===== config.mk =====
export PLATFORM = sky130hd
export DESIGN_NAME = scan_chain_controller
export DESIGN_NICKNAME = d
export VERILOG_FILES = /design/src/rtl/scan_ctrl_pkg.sv /design/src/rtl/scan_crc8.sv /design/src/rtl/scan_chain_controller.sv
export SDC_FILE = /design/constraint.sdc
export NUM_CORES = 1
export LEC_CHECK = 0
export BUFFER_PORTS_ARGS = -buffer_cell sky130_fd_sc_hd__buf_4
export CAP_MARGIN = 20
export CORE_MARGIN = 2
export CORE_UTILIZATION = 45
export CTS_BUF_LIST = sky130_fd_sc_hd__clkbuf_4 sky130_fd_sc_hd__clkbuf_8 sky130_fd_sc_hd__clkbuf_16
export DETAILED_ROUTE_END_ITERATION = 8
export PLACE_DENSITY = 0.69
export SYNTH_ARGS = -nofsm -noshare
export SYNTH_HDL_FRONTEND = slang
export SYNTH_SLANG_ARGS = --single-unit

===== constraint.sdc =====
create_clock -name clk -period 2.8 [get_ports clk]
set_input_delay 0.42 -clock clk [delete_from_list [all_inputs] [get_ports clk]]
set_output_delay 0.42 -clock clk [all_outputs]
set_load 0.1 [all_outputs]

===== src/rtl/scan_ctrl_pkg.sv =====
// Shared types and constants for the CSR scan chain controller.
// Holds the controller state encoding and the CRC-8 parameters
// (polynomial 0x07, init 0x00, no reflection, no final XOR).
package scan_ctrl_pkg;

  typedef enum logic [2:0] {
    IDLE,
    LOAD,
    SHIFT,
    UNLOAD,
    CRC
  } state_e;

  localparam logic [7:0] CRC8_POLY = 8'h07;
  localparam logic [7:0] CRC8_INIT = 8'h00;

endpackage


===== src/rtl/scan_crc8.sv =====
// Purpose : CRC-8 accumulator over WIDTH-bit words, each word consumed MSB first.
// Latency : the updated CRC is visible the cycle after en; clr wins over en.
// Backpr. : none; the caller pulses en only on accepted words.
// Ports   : clk, rst (sync, active-low), clr, en, dat[WIDTH-1:0] -> crc[7:0].
module scan_crc8 #(
  parameter int WIDTH = 8
) (
  input  logic             clk,
  input  logic             rst,
  input  logic             clr,
  input  logic             en,
  input  logic [WIDTH-1:0] dat,
  output logic [7:0]       crc
);
  import scan_ctrl_pkg::*;

  logic [7:0] crc_q, crc_d;
  logic [7:0] step;

  always_comb begin
    // Serial LFSR unrolled across the word, MSB first.
    step = crc_q;
    for (int i = WIDTH - 1; i >= 0; i--) begin
      if (step[7] ^ dat[i]) begin
        step = {step[6:0], 1'b0} ^ CRC8_POLY;
      end else begin
        step = {step[6:0], 1'b0};
      end
    end
    crc_d = crc_q;
    if (clr) begin
      crc_d = CRC8_INIT;
    end else if (en) begin
      crc_d = step;
    end
  end

  always_ff @(posedge clk) begin
    if (!rst) begin
      crc_q <= CRC8_INIT;
    end else begin
      crc_q <= crc_d;
    end
  end

  assign crc = crc_q;

endmodule


===== src/rtl/scan_chain_controller.sv =====
// Purpose : loads a CHAIN_LEN-bit image from the host, shifts it through the CSR scan
//           chain while capturing the old contents, then streams the capture back.
// Latency : NWORDS load + CHAIN_LEN shift + NWORDS unload cycles minimum; done pulses
//           in the first IDLE cycle afterwards.
// Backpr. : wr_ready low outside IDLE/LOAD; unload holds rd_data until rd_ready.
// Ports   : clk, rst (sync, active-low); wr_data/wr_valid/wr_ready host load stream;
//           rd_data/rd_valid/rd_ready capture stream; scan_enable/scan_chain_in/
//           scan_chain_out chain port; processor_enable, busy, done status.
// Option  : define SCAN_CTRL_CRC_EN to append a CRC-8 word after the captured image.
// Note    : CHAIN_LEN must be a multiple of WIDTH and at least 2.
module scan_chain_controller #(
  parameter int WIDTH     = 8,
  parameter int CHAIN_LEN = 64
) (
  input  logic             clk,
  input  logic             rst,
  input  logic [WIDTH-1:0] wr_data,
  input  logic             wr_valid,
  output logic             wr_ready,
  output logic [WIDTH-1:0] rd_data,
  output logic             rd_valid,
  input  logic             rd_ready,
  output logic             scan_enable,
  output logic             scan_chain_in,
  input  logic             scan_chain_out,
  output logic             processor_enable,
  output logic             busy,
  output logic             done
);
  import scan_ctrl_pkg::*;

  localparam int NWORDS = CHAIN_LEN / WIDTH;
  localparam int WCW    = $clog2(NWORDS + 1);
  localparam int BCW    = $clog2(CHAIN_LEN);
  localparam logic [WCW-1:0] LAST_WORD = WCW'(NWORDS - 1);
  localparam logic [BCW-1:0] LAST_BIT  = BCW'(CHAIN_LEN - 1);

  state_e               state_q, state_d;
  logic [WCW-1:0]       word_cnt_q, word_cnt_d;
  logic [BCW-1:0]       bit_cnt_q, bit_cnt_d;
  logic [CHAIN_LEN-1:0] buf_q, buf_d;
  logic                 done_q, done_d;

`ifdef SCAN_CTRL_CRC_EN
  logic       crc_clr, crc_en;
  logic [7:0] crc_val;

  scan_crc8 #(.WIDTH(WIDTH)) u_crc (
    .clk (clk),
    .rst (rst),
    .clr (crc_clr),
    .en  (crc_en),
    .dat (rd_data),
    .crc (crc_val)
  );
`endif

  always_comb begin
    state_d    = state_q;
    word_cnt_d = word_cnt_q;
    bit_cnt_d  = bit_cnt_q;
    buf_d      = buf_q;
    done_d     = 1'b0;
`ifdef SCAN_CTRL_CRC_EN
    crc_clr    = 1'b0;
    crc_en     = 1'b0;
`endif
    case (state_q)
      IDLE: begin
        if (wr_valid) begin
          buf_d[WIDTH-1:0] = wr_data;
`ifdef SCAN_CTRL_CRC_EN
          crc_clr = 1'b1;
`endif
          if (NWORDS == 1) begin
            state_d    = SHIFT;
            word_cnt_d = '0;
          end else begin
            state_d    = LOAD;
            word_cnt_d = WCW'(1);
          end
        end
      end
      LOAD: begin
        if (wr_valid) begin
          buf_d[int'(word_cnt_q)*WIDTH +: WIDTH] = wr_data;
          if (word_cnt_q == LAST_WORD) begin
            state_d    = SHIFT;
            word_cnt_d = '0;
          end else begin
            word_cnt_d = word_cnt_q + WCW'(1);
          end
        end
      end
      SHIFT: begin
        // LSB leaves on scan_chain_in this cycle; chain output enters at the MSB,
        // so after CHAIN_LEN shifts captured bit i lands in buffer bit i.
        buf_d = {scan_chain_out, buf_q[CHAIN_LEN-1:1]};
        if (bit_cnt_q == LAST_BIT) begin
          bit_cnt_d = '0;
          state_d   = UNLOAD;
        end else begin
          bit_cnt_d = bit_cnt_q + BCW'(1);
        end
      end
      UNLOAD: begin
        if (rd_ready) begin
`ifdef SCAN_CTRL_CRC_EN
          crc_en = 1'b1;
`endif
          if (word_cnt_q == LAST_WORD) begin
            word_cnt_d = '0;
`ifdef SCAN_CTRL_CRC_EN
            state_d = CRC;
`else
            state_d = IDLE;
            done_d  = 1'b1;
`endif
          end else begin
            word_cnt_d = word_cnt_q + WCW'(1);
          end
        end
      end
`ifdef SCAN_CTRL_CRC_EN
      CRC: begin
        if (rd_ready) begin
          state_d = IDLE;
          done_d  = 1'b1;
        end
      end
`endif
      default: state_d = IDLE;
    endcase
  end

  always_ff @(posedge clk) begin
    if (!rst) begin
      state_q    <= IDLE;
      word_cnt_q <= '0;
      bit_cnt_q  <= '0;
      done_q     <= 1'b0;
    end else begin
      state_q    <= state_d;
      word_cnt_q <= word_cnt_d;
      bit_cnt_q  <= bit_cnt_d;
      done_q     <= done_d;
    end
  end

  // Image buffer contents are meaningless after reset, so it carries no reset.
  always_ff @(posedge clk) begin
    buf_q <= buf_d;
  end

  always_comb begin
    rd_data = '0;
    if (state_q == UNLOAD) begin
      rd_data = buf_q[int'(word_cnt_q)*WIDTH +: WIDTH];
    end
`ifdef SCAN_CTRL_CRC_EN
    if (state_q == CRC) begin
      rd_data = WIDTH'(crc_val);
    end
`endif
  end

`ifdef SCAN_CTRL_CRC_EN
  assign rd_valid = (state_q == UNLOAD) || (state_q == CRC);
`else
  assign rd_valid = (state_q == UNLOAD);
`endif
  assign wr_ready         = (state_q == IDLE) || (state_q == LOAD);
  assign scan_enable      = (state_q == SHIFT);
  assign scan_chain_in    = (state_q == SHIFT) && buf_q[0];
  assign processor_enable = (state_q == IDLE);
  assign busy             = (state_q != IDLE);
  assign done             = done_q;

endmodule


==> results.txt <==
Final cell area excluding filler cells: 0.004883 mm2
Synth Area per Inst: 11.64 um2
Proportion of synthesized flip-flops having asynchronous set or reset: 0%
Critical path endpoint category: output port
Clock insertion delay at the later pin of the skew report: 360 ps
Total Power Consumption: 4.634 mW
Floorplan die height: 101.7 um
Slew Limit Fails: 0
Level count of the clock H-tree: 3
Area growth, synth to finish: 13.72%
Data required time of the critical path: 2380 ps
Die Outline Area: 0.01034 mm2
Final setup vio count: 0
Delay contributed by the slowest stage of the critical path: 530 ps
Global-route wire length before repair: 16.57 mm
WL met2: 5.136 mm
Worst reg-to-reg path cell count: 6
Worst hold stages: 2
Pin count of the biggest net entering global routing: 70
Critical-path maximum fanout: 18
Number of antenna repair diodes: 0
Detailed-route DRC error count: 0
Highest routing layer actually used: met4
P per Cell Area: 949.0 mW/mm2
Die width: 101.7 um
Synth Register Bits: 77
Buffers inserted by post-CTS timing repair: 0
Number of endpoints with negative hold slack in the final report: 0
Library cell contributing the largest single delay on the critical path: sky130_fd_sc_hd__mux4_2
Seq. cell area: 0.002182 mm2
Routed wire length: 10.32 mm
Highest Clock Rate: 384.7 MHz
Port Buf Inserts: 27
Total routing resource utilization after global routing: 21.05%
Number of violations of the max-capacitance limit: 0
Fraction of the yosys area taken by sequential cells: 50.82%
Total clock buffers created by CTS: 9
Iteration count of the initial detailed-routing pass: 6
Aggregate global routing overflow: 0
Aggregate negative setup slack: 0 ps
Slew @ Worst Pin: 670.9 ps
Final critical-path share of the clock period: 92.84%
Global placer's final weighted congestion: 0.8662
Classification of the worst setup path: reg2out
Vias in the first global route: 3128
Netlist Area Pre-Place: 0.004294 mm2
Fill cell total of the finished layout: 786
Clk buf depth: 2
Fraction of layout cells with a size suffix above 1: 24.43%
EDFF count, synth: 64
RSZ-0062 raised after global routing: no
Synth cell types: 46
Placed Instances: 506
Synth Flop Type: sky130_fd_sc_hd__edfxtp_1
Worst relative slew slack: 55.27%
Post-layout nets: 409
Leakage power summed over all cells: 1.642 nW
Worst ir drop on vdd: 0.4891 mV
Final HPWL DP: 7.367 mm
Post-synthesis cell count: 369
Area of the multi-input gates: 0.001984 mm2
Number of non-filler instances in the completed layout: 522
Clock-pin slew on the worst setup and hold paths: 90 ps
Critical path, cell by cell: buf_6 > mux4_2 > mux2i_1 > nor2_2 > buf_4
Library cell used as clock root buffer: sky130_fd_sc_hd__clkbuf_8
Yosys warns: 0
Net count of the mapped netlist: 390
Post-DRT Antenna Nets: 0
Total number of vias: 3198
Vias per cell: 6.126
Number of antenna violations at the first check in global routing: 0
CTS Sinks: 77
Startpoint type of the worst setup path: flop
Dpl cell area: 0.004673 mm2
Placement row count: 35
Met3 Wirelength: 532 um
Final worst hold slack: 351.3 ps
Routed length per placed instance: 19.77 um
Number of top-level pins: 28
Initial standard-cell utilization of the core: 46.47%
Minimum clock period: 2599 ps
Result of the run: complete, no violations
Detailed-route wire length on metal 1: 4.545 mm
Initial drt markers: 297
Clock tree from TritonCTS: built
Worst Path Arrival: 2180 ps
Worst setup skew after layout: 9.804 ps
Area of the placeable core: 0.009240 mm2
Type of the tightest min-delay check: in2reg
==> power by group <==
part	switching [mW]	internal, mW	leakage (nW)
Sequential	0.165	1.60	0.709
Combinational	1.28	0.694	0.835
Clock	0.468	0.426	0.0984
Total	1.91	2.72	1.64
==> cells in the mapped netlist (all sizes together), types with 9 or more instances <==
cell type,number,area (um2)
a32o,23,230.2
clkbuf,18,68.81
dfxtp,13,260.3
and4,9,78.83
mux4,16,360.4
a22o,17,148.9
mux2i,11,110.1
nand2,45,168.9
edfxtp,64,1922
buf,16,67.57
a21oi,12,60.06
o21ai,18,90.09
nor2,26,97.59
==> final cells by class <==
type | instances | share of cell area (%)
multi-input cells | 250 | 40.64
repair buffers | 42 | 6.533
clock buffers | 9 | 2.537
well taps | 129 | 3.305
inverters | 8 | 0.6149
flip-flops and latches | 77 | 44.68
clock inverters | 7 | 1.691
==> metrics by stage <==
| stage | setup WS, ps | utilization, % |
|---|---|---|
| after floorplan | -208.1 | - |
| after global placement | 449.0 | 50.58 |
| after detailed placement | 395.3 | 50.58 |
| after CTS | 131.6 | 52.81 |
| after global routing | 70.84 | 52.85 |
| final | 200.6 | 52.85 |
==> cells by family (layout without fill, tap and decap cells) <==
group	count (synthesis)	after routing	share of synthesized area, %
xor+xnor	3	3	0.6120
simple gates	123	123	14.92
fa+ha+maj	8	8	2.331
buf+inv	42	66	3.875
mux	28	28	11.22
flops	77	77	50.82
compound gates	88	88	16.23
==> sequential cells by signal, indices dropped and copies added, names as in the netlist <==
register	cells
done	1
state_q	2
word_cnt_q	4
bit_cnt_q	6
buf_q	64
==> worst max-delay path: cells and delay by family, from the launching register on <==
kind	cells	cell delay, ps
buf+inv	2	500
flops	1	460
mux	2	800
simple gates	1	50
==> per-layer routing <==
| layer | up-vias | GRT usage (%) |
|---|---|---|
| met4 | 0 | 5.821 |
| met1 | 1600 | 29.06 |
| met5 | - | 0 |
| met2 | 107 | 34.16 |
| li1 | 1482 | - |
| met3 | 9 | 3.934 |
==> cells in the final DEF, fill, tap and decap left out, types with 8 or more instances in the layout <==
| cell type | synthesis | layout |
|---|---|---|
| sky130_fd_sc_hd__nor2_2 | 0 | 8 |
| sky130_fd_sc_hd__nand2_1 | 45 | 45 |
| sky130_fd_sc_hd__and4_1 | 9 | 9 |
| sky130_fd_sc_hd__nor2_1 | 26 | 18 |
| sky130_fd_sc_hd__inv_1 | 8 | 8 |
| sky130_fd_sc_hd__buf_4 | 0 | 41 |
| sky130_fd_sc_hd__dfxtp_1 | 13 | 13 |
| sky130_fd_sc_hd__o21ai_0 | 18 | 18 |
| sky130_fd_sc_hd__a221o_1 | 8 | 8 |
| sky130_fd_sc_hd__a22o_1 | 17 | 17 |
| sky130_fd_sc_hd__a32o_1 | 23 | 23 |
| sky130_fd_sc_hd__edfxtp_1 | 64 | 64 |
| sky130_fd_sc_hd__a21oi_1 | 12 | 11 |
| sky130_fd_sc_hd__clkbuf_8 | 0 | 9 |
| sky130_fd_sc_hd__mux2i_1 | 11 | 11 |
| sky130_fd_sc_hd__mux4_2 | 16 | 16 |
==> worst paths after layout <==
kind / slack (ps) / startpoint / endpoint
hold reg to reg: 500 / state_q[0] / state_q[0]
setup / recovery: 200 / word_cnt_q[1] / rd_data[7]
hold / removal: 350 / scan_chain_out / buf_q[63]
setup reg to reg: 350 / word_cnt_q[1] / buf_q[17]
==> timing repair <==
| action | in CTS | in global routing |
|---|---|---|
| gates resized for setup | 0 | 1 |
| endpoints found under the setup margin | 0 | 1 |
| hold buffers | 0 | 0 |
Note: power is estimated with default switching activity, not from simulation.
